## config.mk

```make
export PLATFORM = sky130hd
export DESIGN_NAME = note_player
export DESIGN_NICKNAME = d
export VERILOG_FILES = /design/src/rtl/note_player.sv
export SDC_FILE = /design/constraint.sdc
export NUM_CORES = 1
export LEC_CHECK = 0
export CELL_PAD_IN_SITES_DETAIL_PLACEMENT = 0
export CELL_PAD_IN_SITES_GLOBAL_PLACEMENT = 2
export CORE_UTILIZATION = 26
export CTS_CLUSTER_SIZE = 20
export DETAILED_ROUTE_END_ITERATION = 7
export GPL_TIMING_DRIVEN = 0
export PLACE_DENSITY_LB_ADDON = 0.1
export SLEW_MARGIN = 20
export SYNTH_ARGS = -nofsm -noshare
export SYNTH_HDL_FRONTEND = slang
export SYNTH_SLANG_ARGS = --single-unit
```

## constraint.sdc

```tcl
create_clock -name clk -period 2.2 [get_ports clk]
set_clock_uncertainty 0.2 [all_clocks]
set_input_delay 0.33 -clock clk [delete_from_list [all_inputs] [get_ports clk]]
set_output_delay 0.33 -clock clk [all_outputs]
set_load 0.01 [all_outputs]
```

## src/rtl/note_player.sv

```systemverilog
// note_player: holds one note/duration pair from song_reader, counts beats
// until the note expires, and advances a phase accumulator for the sine
// sample stage on each sample request.
//
// Ports:
//   clk                  system clock
//   reset                asynchronous, active-high reset
//   play_enable          1 = run, 0 = pause (counter, phase and state freeze)
//   note                 note number from song_reader (0 = rest)
//   duration             note length in beats
//   load_new_note        one-cycle pulse: latch note/duration
//   beat                 one-cycle beat strobe
//   generate_next_sample one-cycle sample request
//   step_size            frequency_rom step for rom_note (valid 1 cycle later)
//   rom_note             latched note, frequency_rom address
//   phase                registered phase accumulator
//   sample_valid         one-cycle pulse, phase updated for a request
//   active               1 while a non-rest note is sounding
//   note_done            one-cycle pulse when the current note expires
module note_player #(
  parameter int unsigned NOTE_W = 6,
  parameter int unsigned DUR_W  = 6,
  parameter int unsigned STEP_W = 20,
  parameter int unsigned ACC_W  = 22
) (
  input  logic              clk,
  input  logic              reset,
  input  logic              play_enable,
  input  logic [NOTE_W-1:0] note,
  input  logic [DUR_W-1:0]  duration,
  input  logic              load_new_note,
  input  logic              beat,
  input  logic              generate_next_sample,
  input  logic [STEP_W-1:0] step_size,
  output logic [NOTE_W-1:0] rom_note,
  output logic [ACC_W-1:0]  phase,
  output logic              sample_valid,
  output logic              active,
  output logic              note_done
);

  typedef enum logic [1:0] {
    IDLE,
    WAIT_ROM,
    PLAY,
    REST
  } state_t;

  state_t           state;
  logic [DUR_W-1:0] count;
  logic [ACC_W-1:0] step_ext;

  assign step_ext = {{(ACC_W-STEP_W){1'b0}}, step_size};

  always_ff @(posedge clk or posedge reset) begin
    if (reset) begin
      state        <= IDLE;
      rom_note     <= '0;
      count        <= '0;
      phase        <= '0;
      sample_valid <= 1'b0;
      active       <= 1'b0;
      note_done    <= 1'b0;
    end else begin
      sample_valid <= 1'b0;
      note_done    <= 1'b0;
      // A load pre-empts everything else this cycle, including a final
      // beat of the previous note, so the old note never reports done.
      if (load_new_note) begin
        rom_note <= note;
        count    <= duration;
        phase    <= '0;
        active   <= 1'b0;
        if (duration == '0) begin
          state     <= IDLE;
          note_done <= 1'b1;
        end else begin
          state <= WAIT_ROM;
        end
      end else begin
        case (state)
          // One cycle for frequency_rom to present step_size for rom_note.
          WAIT_ROM: begin
            if (rom_note != '0) begin
              state  <= PLAY;
              active <= 1'b1;
            end else begin
              state  <= REST;
              active <= 1'b0;
            end
          end
          PLAY, REST: begin
            if (play_enable) begin
              if (beat) begin
                count <= count - DUR_W'(1);
                if (count == DUR_W'(1)) begin
                  state     <= IDLE;
                  active    <= 1'b0;
                  note_done <= 1'b1;
                end
              end
              if (generate_next_sample) begin
                sample_valid <= 1'b1;
                phase        <= (state == PLAY) ? phase + step_ext : '0;
              end
            end
          end
          default: ;
        endcase
      end
    end
  end

endmodule

```

==> results.txt, run 1 <==
Setup violators final - 10
Setup TNS - -844 ps
Critical path class - in -> reg
Multi-input gate area - 2000 sq um
P_leak - 1.72 nW
Final period util - 108%
Vias in the first global route - 2598
Worst setup SP type - input pin
Dominant synthesized flop cell - dfrtp_1
FF+latch area - 977 sq um
Global-route wire length before repair - 13600 microns
YS warnings - 0
Vias - 2619
Row Count - 37
Max-cap viol count - 0
RSZ-0062 raised after global routing - true
Final Max Slew Viols - 0
Inserted Diodes - 0
Clock sink count - 39
Worst EP arrival - 2420 ps
DIE HEIGHT - 105 microns
Core Area - 10300 sq um
Crit. End Element - register
Post-route ant nets - 0
Clk_lat worst skew - 290 ps
Synthesized cell area - 2740 sq um
Die area - 10900 sq um
Routability cong. - 0.750
DRT iter0 DRCs - 120
Layout area overhead - 54.7%
Cts bufs inserted - 5
Sequential share of the synthesized area - 35.6%
Synth top cells by count - dfrtp_1, nand2_1, o21ai_0, ha_1, a21oi_1
Initial antenna violation count - 0
Peak supply drop - 0.223 mV
Fin crit period - 2380 ps
Htree depth - 2
Largest area contributor in the netlist - dfrtp_1
Synthesized instance count - 308
Failing checks - negative setup slack
Max FO, Critical Path - 9
Layout cells sized above 1 - 24.7%
Routed WL - 8310 microns
Fillers - 1075
CTS tree - done
Average size of a mapped cell - 8.89 sq um
Fmax achieved - 420 MHz
Hold-fix buffers, CTS - 0
CP Data Required Time - 2240 ps
Worst R2R Setup Slack - -140 ps
DRC errors left - 0
Slew Limit Headroom - 53.6%
DP HPWL - 6080 microns
PwrDens - 475 nW/um^2
Remaining Overflow, GRT - 0
Nets - 465
WL/cell - 15.4 microns
Total track usage - 15.7%
Async S/R FF share, synth - 100%
Worst slew pin tran - 696 ps
Initial Util - 26.6%
Most numerous cell in the Yosys netlist - dfrtp_1
DRT Pass-1 Iters - 4
Status - complete, but fails checks
Synth Register Bits - 39
Distinct cells, synth - 54
Number of enable flip-flop cells after synthesis - 0
Avg Vias per Cell - 4.84
Post-Place Worst Slack - -716 ps
Clock root buffer - clkbuf_8
I/O Buffers - 67
Die width - 105 microns
Clock-pin slew of the registers on the worst-case setup and hold paths - 90 ps
Final WS setup - -180 ps
Placed cells - 512
Io pins - 69
Bufs on Longest Clock Path - 2
Cell Count, Final, Fillers Out - 541
Yosys top cell area share - 35.6%
Synth area leaders - dfrtp_1, ha_1, o21ai_0, nand2_1, a21oi_1
Syn nets - 369
Largest net degree at the start of global routing - 25
Hold WC Path Type - in -> async
Final Hold Vio Count - 0
Layout Utilization - 41.2%
path summary, 6_finish.rpt:
path / startpoint / end / cells past startpoint
worst max-delay path: step_size[15] / phase[20] / 9
worst min-delay path: reset / phase[1] / 2
worst max register to register: phase[1] / phase[15] / 7
worst min register to register: phase[11] / phase[11] / 2
max in group asynchronous: reset / phase[16] / 3
min in group clk: phase[11] / phase[11] / 2
repair_timing:
item | in CTS | in global routing
pin swaps | 22 | 23
buffers inserted | 9 | 12
endpoints found under the setup margin | 11 | 19
resized for setup | 50 | 28
stage by stage:
step                cell area [sq um]  power (mW)  hold slack, ps
global route                     4240        2.15             152
finish                           4240        2.01             134
detailed placement               3630        1.33             308
global placement                 3610        1.32             295
floorplan                        2770        1.10             251
CTS                              4020        2.03             137
flip-flops by register name, indices dropped and copies added (netlist names):
name,count
active,1
count,6
note_done,1
phase,22
rom_note,6
sample_valid,1
state,2
where the power goes:
part           internal, mW  leakage [nW]  switching, mW
clock                 0.338        0.0581          0.285
combinational         0.294          1.15          0.283
sequential            0.769         0.512         0.0417
cell families after synthesis:
| group | after synthesis | share of synthesized area (%) |
|---|---|---|
| AOI/OAI and AO/OA | 103 | 25.4 |
| and+or+nand+nor | 95 | 16.6 |
| DFF | 39 | 35.6 |
| buffers and inverters | 25 | 3.65 |
| adders and majority gates | 23 | 10.8 |
| xor gates and xnor gates | 16 | 5.12 |
| muxes | 7 | 2.83 |
metal layers:
metal	part of all wire (%)	vias up	track usage (%)
met3	3.6	2	3.18
li1	-	1325	-
met4	0.53	0	3.92
met1	50	1245	21.7
met2	45	47	24.8
met5	0	-	0
critical path, stage by stage:
cell and delay, ps:
clkdlybuf4s50_1 400, ha_1 290, buf_4 160, a21oi_1 150
o21ai_2 110, a221o_1 350, a21o_1 190, or3_1 360
nand3_1 70
cell type report:
| class | count | area share, % |
|---|---|---|
| flip-flops and latches | 39 | 23.1 |
| well taps | 136 | 4.02 |
| multi-input cells | 244 | 47.1 |
| repair buffers | 89 | 20.2 |
| plain buffers | 14 | 1.95 |
| clock buffers | 5 | 1.62 |
| inverters | 11 | 0.975 |
| clock inverters | 3 | 1.03 |
cells in the final DEF (no fill, tap or decap), types with 8 or more instances in the layout:
| cell | n |
|---|---|
| a21oi_1 | 12 |
| buf_4 | 21 |
| clkdlybuf4s50_1 | 61 |
| dfrtp_1 | 38 |
| ha_1 | 10 |
| ha_4 | 10 |
| inv_1 | 9 |
| nand2_1 | 34 |
| nor2_1 | 15 |
| o21ai_0 | 23 |
| xnor2_1 | 8 |
| xor2_1 | 8 |
(Power assumes the default switching activity.)
==> run 2, diff against run 1 <==
--- a/config.mk
+++ b/config.mk
@@ -11,6 +11,7 @@
 export CTS_CLUSTER_SIZE = 20
 export DETAILED_ROUTE_END_ITERATION = 7
 export GPL_TIMING_DRIVEN = 0
+export HOLD_SLACK_MARGIN = 0.05
 export PLACE_DENSITY_LB_ADDON = 0.1
 export SLEW_MARGIN = 20
 export SYNTH_ARGS = -nofsm -noshare
==> results of run 2 <==
The final DEF is identical to that of run 1; final timing and power are the same.
==> run 3, diff against run 2 <==
--- a/config.mk
+++ b/config.mk
@@ -7,8 +7,8 @@
 export LEC_CHECK = 0
 export CELL_PAD_IN_SITES_DETAIL_PLACEMENT = 0
 export CELL_PAD_IN_SITES_GLOBAL_PLACEMENT = 2
+export CORE_ASPECT_RATIO = 0.8
 export CORE_UTILIZATION = 26
-export CTS_CLUSTER_SIZE = 20
 export DETAILED_ROUTE_END_ITERATION = 7
 export GPL_TIMING_DRIVEN = 0
 export HOLD_SLACK_MARGIN = 0.05
==> run 3 against run 2 <==
Compared with the run above: cell count did not move; non-clock buffer count fell by 4; highest routed layer unchanged; the flow still finishes with violations (negative setup slack); fmax rose by 0.66%; via count rose by 1.3%; largest power group is now clock; design area rose by 1.3%.
==> results.txt, run 3 (synthesis results as in run 1) <==
Avg Vias per Cell - 4.90 (+1.3%)
Vias in the first global route - 2503 (-3.7%)
I/O Buffers - 67 (unchanged)
Clock sink count - 39 (unchanged)
Worst R2R Setup Slack - -120 ps (+20 ps)
Core Area - 10200 sq um (-0.37%)
Cell Count, Final, Fillers Out - 541 (unchanged)
Post-route ant nets - 0 (unchanged)
Setup TNS - -643 ps (+201 ps)
Vias - 2653 (+1.3%)
Reg power frac - 34.4% (-5.9 points)
Routability cong. - 0.727 (-3.1%)
CP Data Required Time - 2220 ps (-20 ps)
Clock root buffer - clkbuf_16
Final Max Slew Viols - 0 (unchanged)
Setup crit start - step_size[15]
RR Endpoint - phase[15]
Switching share of power - 27.4% (-2.9 points)
Layout cells sized above 1 - 24.2% (-0.50 points)
Remaining Overflow, GRT - 0 (unchanged)
Min Hold Slack - 124 ps (-9.59 ps)
Htree depth - 2 (unchanged)
Switching Power - 0.647 mW (+6.1%)
PwrDens - 551 nW/um^2 (+16%)
Multi-input gate area - 2010 sq um (+0.75%)
DRC errors left - 0 (unchanged)
Initial Util - 26.7% (+0.098 points)
DRT iter0 DRCs - 129 (+7.5%)
CP endpoint - phase[20]
Worst setup SP type - input pin
FF+latch area - 977 sq um (unchanged)
Max reg flops - 22 (unchanged)
DP HPWL - 6070 microns (-0.13%)
Clock-pin slew of the registers on the worst-case setup and hold paths - 60 ps (-30 ps)
Final WS setup - -164 ps (+15.6 ps)
Reg-to-Reg Start - phase[4]
DRT Pass-1 Iters - 6 (+2)
Die width - 117 microns (+12%)
Failing checks - negative setup slack
Total track usage - 16.2% (+0.54 points)
Hold WC Path Type - in -> async
DIE HEIGHT - 93.8 microns (-10%)
Bufs on Longest Clock Path - 2 (unchanged)
Final period util - 107% (-0.71 points)
Worst reg2reg path depth - 7 (unchanged)
Routed WL - 8500 microns (+2.3%)
Fin crit period - 2360 ps (-15.6 ps)
Layout area overhead - 56.6%
Final Hold Vio Count - 0 (unchanged)
Nets - 461 (-0.86%)
Inserted Diodes - 0 (unchanged)
Layout Utilization - 41.9% (+0.68 points)
Peak supply drop - 0.268 mV (+20%)
Die area - 11000 sq um (about the same)
RSZ-0062 raised after global routing - true
Clk_lat worst skew - 290 ps (about the same)
CTS tree - done
Slew Limit Headroom - 51.1% (-2.5 points)
Placed cells - 516 (+0.78%)
Global-route wire length before repair - 13400 microns (-1.3%)
Internal Pwr Total - 1.72 mW (+22%)
Final instance area - 4290 sq um (+1.3%)
Placed inst area - 3640 sq um (+0.14%)
Max-cap viol count - 0 (unchanged)
Top reg by flops - phase
Initial antenna violation count - 0 (unchanged)
Hold-fix buffers, CTS - 0 (unchanged)
P_leak - 1.72 nW (-0.14%)
Most frequent cells in the layout - clkdlybuf4s50_1, dfrtp_1, nand2_1
Critical path class - in -> reg
Combinational share of power - 24.7% (-4.0 points)
Top flop regs - phase x22, count x6, rom_note x6
Crit. End Element - register
Status - complete, but fails checks
WL/cell - 15.7 microns (+2.3%)
Max FO, Critical Path - 9 (unchanged)
Io pins - 69 (unchanged)
Worst EP arrival - 2380 ps (-40 ps)
Worst slew pin tran - 733 ps (+37.0 ps)
Row Count - 33 (-11%)
Total power draw - 2.36 mW (+18%)
Fmax achieved - 423 MHz (+0.66%)
Setup violators final - 8 (-2)
Cts bufs inserted - 5 (unchanged)
Commonest non-fill, non-tap cell in the layout - clkdlybuf4s50_1
Fillers - 1047 (-2.6%)
Post-Place Worst Slack - -715 ps (+0.407 ps)
Largest net degree at the start of global routing - 28 (+12%)
Clk network pwr share - 40.9% (+9.9 points)
==> run 3: final cells by class <==
cell class	count	area share, %
Clock buffer	6	3.00
Clock inverter	2	1.40
Sequential cell	39	22.8
Buffer	13	1.69
Inverter	11	0.962
Tap cell	140	4.08
Timing Repair Buffer	86	19.2
Multi-Input combinational cell	244	46.9
==> run 3: worst min path at each step <==
stage | to | slack, ps | depth (start not counted)
6_report | count[0] | 120 | 2
5_1_grt | count[0] | 180 | 2
4_1_cts | count[0] | 130 | 2
3_5_place_dp | phase[7] | 300 | 2
3_3_place_gp | phase[6] | 290 | 2
2_1_floorplan | count[0] | 250 | 2
==> run 3: power by group through the flow <==
stage | combinational [mW] | clock (mW) | sequential (mW)
after global routing | 0.643 | 1.03 | 0.820
after floorplan | 0.273 | 0 | 0.831
final | 0.584 | 0.967 | 0.813
after detailed placement | 0.503 | 0 | 0.823
after global placement | 0.501 | 0 | 0.823
after CTS | 0.553 | 0.995 | 0.811
==> run 3: metal layers <==
| metal | up-vias | share of wire, % | global-route usage, % | wire length (microns) |
|---|---|---|---|---|
| li1 | 1316 | - | - | - |
| met2 | 55 | 42 | 23.1 | 3610 |
| met4 | 0 | 1.0 | 4.01 | 86 |
| met1 | 1276 | 53 | 24.3 | 4510 |
| met3 | 6 | 3.5 | 3.55 | 295 |
| met5 | - | 0 | 0 | 0 |
==> run 3: worst max-delay path, stage by stage <==
cell             delay [ps]
clkdlybuf4s50_1         400
ha_1                    290
buf_4                   160
a21oi_1                 150
o21ai_2                  90
a221o_1                 330
a21o_1                  190
or3_1                   360
nand3_1                  70
==> run 3: what timing repair did <==
action,in CTS,in global routing
gates resized for setup,53,26
buffers inserted,12,6
pin swaps,21,20
setup endpoints to repair,14,14
